[src/rtl/hgc_pixel_serializer_if.sv]
// Pixel-serializer bus: cell inputs, char-ROM fetch port and the aligned pixel/attribute outputs.
// The serializer is the slave; the ROM/CRTC side is the master.
interface hgc_pixel_serializer_if #(
  parameter int ROW_BITS = 4
) ();
  logic                  load;
  logic                  dot_en;
  logic                  video_enabled;
  logic                  grph_mode;
  logic [7:0]            char_code;
  logic [7:0]            attr_in;
  logic [15:0]           gfx_data;
  logic [ROW_BITS-1:0]   row_addr;
  logic                  cursor;
  logic                  display_enable;
  logic [7+ROW_BITS:0]   rom_addr;
  logic [7:0]            rom_data;
  logic                  pix;
  logic [7:0]            attr_out;
  logic                  cursor_out;
  logic                  de_out;
  logic                  fetch_ovr;

  modport master (
    output load, dot_en, video_enabled, grph_mode, char_code, attr_in, gfx_data,
           row_addr, cursor, display_enable, rom_data,
    input  rom_addr, pix, attr_out, cursor_out, de_out, fetch_ovr
  );

  modport slave (
    input  load, dot_en, video_enabled, grph_mode, char_code, attr_in, gfx_data,
           row_addr, cursor, display_enable, rom_data,
    output rom_addr, pix, attr_out, cursor_out, de_out, fetch_ovr
  );
endinterface

[src/rtl/hgc_pixel_serializer.sv]
// MDA/Hercules pixel serializer: two-stage fetch/display pipe for 8/9-dot text or 16-dot graphics cells.
// Optional LINE_GRAPHICS_EN: 9th text column copies glyph bit0 for chars 0xC0-0xDF (box drawing).
module hgc_pixel_serializer #(
  parameter int CHAR_W   = 9,
  parameter int ROW_BITS = 4
) (
  input logic                   clk,
  input logic                   reset_n,
  hgc_pixel_serializer_if.slave bus
);

  typedef enum logic [1:0] {IDLE, ADDR, CAPT} fetch_state_e;

  fetch_state_e        state_q, state_d;
  logic [7+ROW_BITS:0] rom_addr_q;
  logic                fetch_ovr_q;

  // Fetch stage: the cell captured at the most recent load
  logic [7:0]  attr_stage_q;
  logic [7:0]  glyph_stage_q;
  logic [15:0] gfx_stage_q;
  logic        cursor_stage_q, de_stage_q, grph_stage_q, blank_stage_q;

  // Display stage: the cell currently being shifted out
  logic [15:0] shift_q, shift_d;
  logic [4:0]  cnt_q, cnt_d;
  logic        pix_q, pix_d;
  logic        cell_grph_q;
  logic [7:0]  attr_out_q;
  logic        cursor_out_q, de_out_q;
  logic        ninth;
  logic [4:0]  dot_limit;

  always_comb begin
    state_d = state_q;
    case (state_q)
      IDLE:    state_d = IDLE;
      ADDR:    state_d = CAPT;
      CAPT:    state_d = IDLE;
      default: state_d = IDLE;
    endcase
    if (bus.load) state_d = ADDR;
  end

  always_ff @(posedge clk or negedge reset_n) begin
    if (!reset_n) begin
      state_q        <= IDLE;
      rom_addr_q     <= '0;
      fetch_ovr_q    <= 1'b0;
      attr_stage_q   <= '0;
      glyph_stage_q  <= '0;
      gfx_stage_q    <= '0;
      cursor_stage_q <= 1'b0;
      de_stage_q     <= 1'b0;
      grph_stage_q   <= 1'b0;
      blank_stage_q  <= 1'b0;
      attr_out_q     <= '0;
      cursor_out_q   <= 1'b0;
      de_out_q       <= 1'b0;
      cell_grph_q    <= 1'b0;
    end else begin
      state_q     <= state_d;
      fetch_ovr_q <= bus.load && (state_q != IDLE);
      // NOTE: non-blocking, so the display stage below reads the old staged cell in the same
      // clock that the fetch stage overwrites it.
      if (bus.load) begin
        rom_addr_q     <= {bus.char_code, bus.row_addr};
        attr_stage_q   <= bus.video_enabled ? bus.attr_in : 8'h00;
        gfx_stage_q    <= bus.video_enabled ? bus.gfx_data : 16'h0000;
        cursor_stage_q <= bus.cursor;
        de_stage_q     <= bus.display_enable;
        grph_stage_q   <= bus.grph_mode;
        blank_stage_q  <= !bus.video_enabled;
        attr_out_q     <= grph_stage_q ? 8'h00 : attr_stage_q;
        cursor_out_q   <= grph_stage_q ? 1'b0 : cursor_stage_q;
        de_out_q       <= de_stage_q;
        cell_grph_q    <= grph_stage_q;
      end else if (state_q == CAPT) begin
        glyph_stage_q <= blank_stage_q ? 8'h00 : bus.rom_data;
      end
    end
  end

`ifdef LINE_GRAPHICS_EN
  logic [7:0] char_stage_q;

  always_ff @(posedge clk or negedge reset_n) begin
    if (!reset_n)      char_stage_q <= '0;
    else if (bus.load) char_stage_q <= bus.char_code;
  end

  assign ninth = (CHAR_W == 9) && (char_stage_q[7:5] == 3'b110) && glyph_stage_q[0];
`else
  assign ninth = 1'b0;
`endif

  assign dot_limit = cell_grph_q ? 5'd16 : 5'(CHAR_W);

  // A load takes priority over a coincident dot_en; the counter stops at the cell width (no wrap).
  always_comb begin
    // NOTE: every output of this block gets a default first, so no path can infer a latch.
    shift_d = shift_q;
    cnt_d   = cnt_q;
    pix_d   = pix_q;
    if (bus.load) begin
      shift_d = grph_stage_q ? gfx_stage_q : {glyph_stage_q, ninth, 7'b0};
      cnt_d   = '0;
    end else if (bus.dot_en) begin
      if (cnt_q < dot_limit) begin
        pix_d   = shift_q[15];
        shift_d = {shift_q[14:0], 1'b0};
        cnt_d   = cnt_q + 5'd1;
      end else begin
        pix_d = 1'b0;
      end
    end
  end

  always_ff @(posedge clk or negedge reset_n) begin
    if (!reset_n) begin
      shift_q <= '0;
      cnt_q   <= '0;
      pix_q   <= 1'b0;
    end else begin
      shift_q <= shift_d;
      cnt_q   <= cnt_d;
      pix_q   <= pix_d;
    end
  end

  assign bus.rom_addr   = rom_addr_q;
  assign bus.pix        = pix_q;
  assign bus.attr_out   = attr_out_q;
  assign bus.cursor_out = cursor_out_q;
  assign bus.de_out     = de_out_q;
  assign bus.fetch_ovr  = fetch_ovr_q;

endmodule
[src/flat_wrapper.sv]
// flat-port wrapper written by rule: the top's interface ports become plain ports
module hgc_pixel_serializer_flat 
#(
  parameter int CHAR_W   = 9,
  parameter int ROW_BITS = 4
)
  (clk, reset_n, bus_load, bus_dot_en, bus_video_enabled, bus_grph_mode, bus_char_code, bus_attr_in, bus_gfx_data, bus_row_addr, bus_cursor, bus_display_enable, bus_rom_data, bus_rom_addr, bus_pix, bus_attr_out, bus_cursor_out, bus_de_out, bus_fetch_ovr);
  hgc_pixel_serializer_if #(.ROW_BITS(ROW_BITS)) bus_i ();
  input logic clk;
  input logic reset_n;
  input wire logic [$bits(bus_i.load)-1:0] bus_load;
  input wire logic [$bits(bus_i.dot_en)-1:0] bus_dot_en;
  input wire logic [$bits(bus_i.video_enabled)-1:0] bus_video_enabled;
  input wire logic [$bits(bus_i.grph_mode)-1:0] bus_grph_mode;
  input wire logic [$bits(bus_i.char_code)-1:0] bus_char_code;
  input wire logic [$bits(bus_i.attr_in)-1:0] bus_attr_in;
  input wire logic [$bits(bus_i.gfx_data)-1:0] bus_gfx_data;
  input wire logic [$bits(bus_i.row_addr)-1:0] bus_row_addr;
  input wire logic [$bits(bus_i.cursor)-1:0] bus_cursor;
  input wire logic [$bits(bus_i.display_enable)-1:0] bus_display_enable;
  input wire logic [$bits(bus_i.rom_data)-1:0] bus_rom_data;
  output wire logic [$bits(bus_i.rom_addr)-1:0] bus_rom_addr;
  output wire logic [$bits(bus_i.pix)-1:0] bus_pix;
  output wire logic [$bits(bus_i.attr_out)-1:0] bus_attr_out;
  output wire logic [$bits(bus_i.cursor_out)-1:0] bus_cursor_out;
  output wire logic [$bits(bus_i.de_out)-1:0] bus_de_out;
  output wire logic [$bits(bus_i.fetch_ovr)-1:0] bus_fetch_ovr;
  assign bus_i.load = bus_load;
  assign bus_i.dot_en = bus_dot_en;
  assign bus_i.video_enabled = bus_video_enabled;
  assign bus_i.grph_mode = bus_grph_mode;
  assign bus_i.char_code = bus_char_code;
  assign bus_i.attr_in = bus_attr_in;
  assign bus_i.gfx_data = bus_gfx_data;
  assign bus_i.row_addr = bus_row_addr;
  assign bus_i.cursor = bus_cursor;
  assign bus_i.display_enable = bus_display_enable;
  assign bus_i.rom_data = bus_rom_data;
  assign bus_rom_addr = bus_i.rom_addr;
  assign bus_pix = bus_i.pix;
  assign bus_attr_out = bus_i.attr_out;
  assign bus_cursor_out = bus_i.cursor_out;
  assign bus_de_out = bus_i.de_out;
  assign bus_fetch_ovr = bus_i.fetch_ovr;
  hgc_pixel_serializer #(.CHAR_W(CHAR_W), .ROW_BITS(ROW_BITS)) u_core (.clk(clk), .reset_n(reset_n), .bus(bus_i));
endmodule
[config.mk]
export PLATFORM = sky130hd
export DESIGN_NAME = hgc_pixel_serializer_flat
export DESIGN_NICKNAME = d
export VERILOG_FILES = /design/src/rtl/hgc_pixel_serializer_if.sv /design/src/rtl/hgc_pixel_serializer.sv /design/src/flat_wrapper.sv
export SDC_FILE = /design/constraint.sdc
export NUM_CORES = 1
export LEC_CHECK = 0
export ABC_AREA = 1
export BUFFER_PORTS_ARGS = -buffer_cell sky130_fd_sc_hd__buf_2
export CORE_MARGIN = 5
export CORE_UTILIZATION = 55
export CTS_BUF_LIST = sky130_fd_sc_hd__clkbuf_8 sky130_fd_sc_hd__clkbuf_16
export DETAILED_ROUTE_END_ITERATION = 8
export GPL_ROUTABILITY_DRIVEN = 0
export PLACE_DENSITY = 0.8
export SETUP_SLACK_MARGIN = 0.3
export SKIP_LAST_GASP = 1
export SLEW_MARGIN = 20
export SYNTH_ARGS = -nofsm -noshare
export SYNTH_HDL_FRONTEND = slang
export SYNTH_SLANG_ARGS = --single-unit
[constraint.sdc]
create_clock -name clk -period 3 [get_ports clk]
set_input_delay 0.15 -clock clk [delete_from_list [all_inputs] [get_ports clk]]
set_output_delay 0.15 -clock clk [all_outputs]
set_load 0.005 [all_outputs]
## Yosys cells after proc, flatten, opt, wreduce, memory -nomap -nowiden

Index checks and enable logic that the tools add are counted.
W data, S select, Z words.

| operators by class | value |
|---|---|
| add/subtract/negate cells | 1 |
| $lt $le $gt $ge | 1 |
| eq/ne operators | 2 |
| mux-type cells | 16 |
| bitwise logic cells | 1 |
| reductions and logical operators | 8 |

Operators with widths:

| kind | number |
|---|---|
| $mux W16 | 5 |
| $mux W8 | 3 |
| $mux W5 | 4 |
| $reduce_and A2 Y1 | 3 |
| $reduce_bool A2 Y1 | 3 |
| $add A5 B1 Y5 const B | 1 |
| $lt A5 B5 Y1 | 1 |
| $mux W2 | 2 |
| $eq A2 B1 Y1 const B | 1 |
| $eq A2 B2 Y1 const B | 1 |
| $mux W1 | 2 |
| $logic_and A1 B1 Y1 | 1 |
| $logic_not A1 Y1 | 1 |
| $not A1 Y1 | 1 |

| storage, ports and cells | value |
|---|---|
| register bits after elaboration | 84 |
| output and inout bits | 24 |

## Depth between registers and ports, before layout

| depth | value |
|---|---|
| depth after elaboration | 5 |
| mapped depth | 10 |
| mapped depth without buffers | 9 |

## Least setup slack after synthesis

No wires, ideal clock.

| timing path | value |
|---|---|
| kind | flip-flop to flip-flop |
| start point | reg u_core.cell_grph_q |
| end point | reg u_core.shift_q[10] |
| arrival time | 1.279 ns |
| required time | 2.884 ns |
| setup slack | 1.605 ns |
| cell stages (with the launch flop) | 11 |
| path buffers | 1 |
| period minus slack after synthesis | 1.395 ns |
| path through | dfrtp_1 inv_1 ha_1 nand2_1 inv_1 nand2_2 nand2_2 nand2_2 buf_4 nand2_1 nand2_1 |

| between the ends | value |
|---|---|
| cells in the longest elaborated chain, start to end | 4 |

Ends and longest elaborated chain:

| element | line | source |
|---|---|---|
| from (decl) | hgc_pixel_serializer.sv:28 | `logic cell_grph_q;` |
| from (signal assigned) | hgc_pixel_serializer.sv:77 | `cell_grph_q <= grph_stage_q;` |
| $mux W5 | hgc_pixel_serializer.sv:97 | `assign dot_limit = cell_grph_q ? 5'd16 : 5'(CHAR_W);` |
| $lt A5 B5 Y1 | hgc_pixel_serializer.sv:109 | `if (cnt_q < dot_limit) begin` |
| $reduce_bool A2 Y1 (no line) | - |  |
| $reduce_and A2 Y1 (no line) | - |  |
| to (signal assigned) | hgc_pixel_serializer.sv:125 | `shift_q <= shift_d;` |
| to (decl) | hgc_pixel_serializer.sv:25 | `logic [15:0] shift_q, shift_d;` |

Every way passes these cells.
A chain may end at the register's enable or synchronous reset.

## Worst setup path in the final report

Same ends and word-level chain as after synthesis.

==> results.toml <==
[status]
run_status = "complete, no violations"

[hold_path]
hold_depth = 3
type_of_the_worst_min_delay_path = "in -> reg"
hold_ep = "u_core.gfx_stage_q[8]$_DFFE_PN0P_"
min_from = "bus_gfx_data[8]"

[pwr]
internal_power_w = 0.00167
power.ir.vdd_worst_uv = 327
power.switching_w = 0.000619
leakage_nw = 2.23
power.clock.fraction_pct = 29.6
comb_power_share_pct = 13.5
netSwitchingFraction_pct = 27.0
share_seq_of_total_power_pct = 57.0
power_per_cell_area_nw_per_um2 = 548

[synthesis]
netlist_instances = 413
synth_top_cells_by_area = "dfrtp_1, nand2_1, o21ai_0"
synthesis.area_um2 = 3590
synthDominantCellAreaShare_pct = 58.5
postSynthRegisterBits = 84
syn_area_per_cell_um2 = 8.70
synth-edff-count = 0
synth_top_flop_cell = "dfrtp_1"
async_reset_ff_share_pct = 100
synth_top_cell_by_area = "dfrtp_1"
yosys.cell_types.count = 23
synth.yosys.seq_area_share_pct = 58.5
syn-num-nets = 468
yosys_warnings = 0

[critical_path]
worst_r2r_startpoint = "u_core.cell_grph_q$_DFFE_PN0P_"
worst_ep_required_time_ns = 3.23
worstPathArrival_ns = 2.15
rrSetupSlack_ns = 1.08
setup.worst_path.class = "reg -> reg"
worst-r2r-cell-count = 9
crit_path_max_fanout = 22
critPathLaunchType = "flip-flop"
critical_path.reg2reg.endpoint = "u_core.shift_q[10]$_DFFE_PN0P_"
endpoint_kind = "flip-flop"

[flow_run]
max-cap-violations = 0

[sta]
slew_at_the_pin_with_the_worst_max_slew_slack_ns = 0.792
drv_slew = 0
setup_viol = 0
worst_slack_ns = 1.08
slew_headroom_pct = 47.1
final_period_minus_worst_setup_slack_ns = 1.92
setup-tns-final_ns = 0
clock-skew-final_ns = 0.00789
hold_violations = 0
fmax_mhz = 521
grt_setup_unrepaired = "false"
fin_crit_sh_pct = 63.9

[cts]
clock_sinks = 84
clk_latency_worst_skew_pair_ns = 0.34
path_clk_slew_ns = 0.08
clock_tree.htree_level_count = 3
tritoncts.num_buffers = 9
post_cts_buffers = 0
clockRootBuffer = "clkbuf_8"
cts_tree = "built"
clock_tree.buffer_depth = 2

[global_route]
first_global_vias = 3012
grt_pass1_wl_um = 13500
grt_max_degree = 85
grt.met2_usage_pct = 30.3
antenna_violations_before_repair = 0
grt_use_met1_pct = 26.8
total_congestion_overflow_after_global_routing = 0
grt.total_usage_pct = 19.7
globalRouteMet3Util_pct = 5.58
global_route.peak_usage_layer = "met2"

[route]
drc = 0
drt_iter0_drc = 213
dr_total_vias = 2955
detail_route.wl_per_cell_um = 13.7
routed_wl_um = 7770
drtAntennaViolNets = 0
drt-pass1-iter-count = 4
vias_per_cell = 5.21

[place]
dp_worst_setup_slack_ns = 1.11
numPortBuffers = 75
dpl-instance-area_um2 = 3980
detailed_place_hpwl_um = 5260
dp_cells = 548

[die]
effective_utilization_at_floorplan_pct = 56.6
die_area_um2 = 8250
die-height_um = 90.8
die_w_um = 90.8
placement_rows = 29
boundaryPins = 76
core_area_um2 = 6350

[finish]
nets = 540
finish.instance_area_um2 = 4180
layout.cells.non_filler = 567
fin_util_pct = 65.8
syn_to_layout_area_delta_pct = 16.4
drive_gt1_share_pct = 20.0
insertedDiodeCount = 0
==> area by class of cell <==
cell class	count	area [um2]
inverter	47	176
fill	533	2170
tap	77	96.3
sequential	84	2100
multi-input combinational	262	1210
timing repair buffer	81	434
clock buffer	10	138
clock inverter	6	25.0
==> timing repair <==
item                                   CTS  global route
gates resized for setup                  0             0
hold buffers                             2             1
endpoints found under the hold margin    2            84
==> per-stage QoR <==
step | power (W) | hold WS (ns)
4_1_cts | 0.00231 | 0.000207
6_report | 0.00229 | 0.00778
3_5_place_dp | 0.00163 | 0.358
2_1_floorplan | 0.00149 | -0.146
3_3_place_gp | 0.00162 | 0.349
5_1_grt | 0.00242 | 0.00209
==> state kept, by name, indices dropped and copies added, names as in the netlist, 2 cells and up <==
name and flops:
u_core.attr_stage_q 8, u_core.bus.attr_out 8, u_core.bus.rom_addr 12, u_core.cnt_q 5, u_core.gfx_stage_q 16, u_core.glyph_stage_q 8, u_core.shift_q 16, u_core.state_q 2
==> kinds of logic (layout without fill, tap and decap cells) <==
family                   count (synthesis)  after routing  share of synthesized area, %
adder cells (fa/ha/maj)                  3              3                          1.05
AO/OA/AOI/OAI                           63             63                          9.44
buffers and inverters                   67            144                          7.84
AND/OR/NAND/NOR                        195            195                          22.9
flip-flops                              84             84                          58.5
XOR/XNOR                                 1              1                         0.244
==> cell usage in the layout (no fill, tap or decap), drive strengths merged <==
cell,Yosys,routed
dlygate4sd3,0,3
inv,46,50
dfrtp,84,84
nor2,6,6
ha,3,3
clkbuf,5,10
xor2,1,1
clkinv,1,3
nand2,147,147
nand3,32,32
nand4,8,8
a21oi,2,2
nor3,2,2
buf,15,78
o21ai,52,52
a22o,1,1
o211ai,8,8
==> synth_stat cells, types with 3 or more instances <==
library cell and n:
nand2_2 3, nor2_1 5, inv_1 43, inv_2 3
o21ai_0 43, buf_2 12, o211ai_1 8, dfrtp_1 84
clkbuf_1 5, nand2_1 144, nand4_1 8, o21ai_1 9
ha_1 3, nand3_1 32
==> worst max-delay path by stage <==
| stage | startpoint | end | slack [ns] | cells after the start |
|---|---|---|---|---|
| after floorplan | u_core.cell_grph_q$_DFFE_PN0P_ | u_core.shift_q[10]$_DFFE_PN0P_ | 1.61 | 10 |
| after global placement | u_core.cell_grph_q$_DFFE_PN0P_ | u_core.shift_q[15]$_DFFE_PN0P_ | 1.21 | 9 |
| after detailed placement | u_core.cnt_q[4]$_DFFE_PN0P_ | u_core.shift_q[10]$_DFFE_PN0P_ | 1.11 | 8 |
| after CTS | u_core.cell_grph_q$_DFFE_PN0P_ | u_core.shift_q[10]$_DFFE_PN0P_ | 1.09 | 9 |
| after global routing | u_core.cell_grph_q$_DFFE_PN0P_ | u_core.shift_q[14]$_DFFE_PN0P_ | 0.89 | 9 |
| final | u_core.cell_grph_q$_DFFE_PN0P_ | u_core.shift_q[10]$_DFFE_PN0P_ | 1.08 | 9 |
==> power by group through the flow <==
stage | sequential (W) | clock (W) | combinational, W
2_1_floorplan | 0.00131 | 0 | 0.000181
3_3_place_gp | 0.00132 | 0 | 0.000296
3_5_place_dp | 0.00133 | 0 | 0.000308
4_1_cts | 0.00130 | 0.000693 | 0.000312
5_1_grt | 0.00132 | 0.000745 | 0.000359
6_report | 0.00131 | 0.000678 | 0.000308
==> metal layers <==
metal	up-vias	wire, um
met5	-	0
met2	98	3670
li1	1451	-
met4	0	126
met3	12	551
met1	1394	3430
==> worst max-delay path, cell delays in order (launching register included) <==
cell and delay, ns:
dfrtp_1 0.38, inv_1 0.07, ha_1 0.30, nand2_1 0.06, inv_1 0.06, nand2_2 0.11, nand2_2 0.34, nand2_2 0.28
nand2_1 0.15, nand2_1 0.06
(Power assumes the default switching activity.)
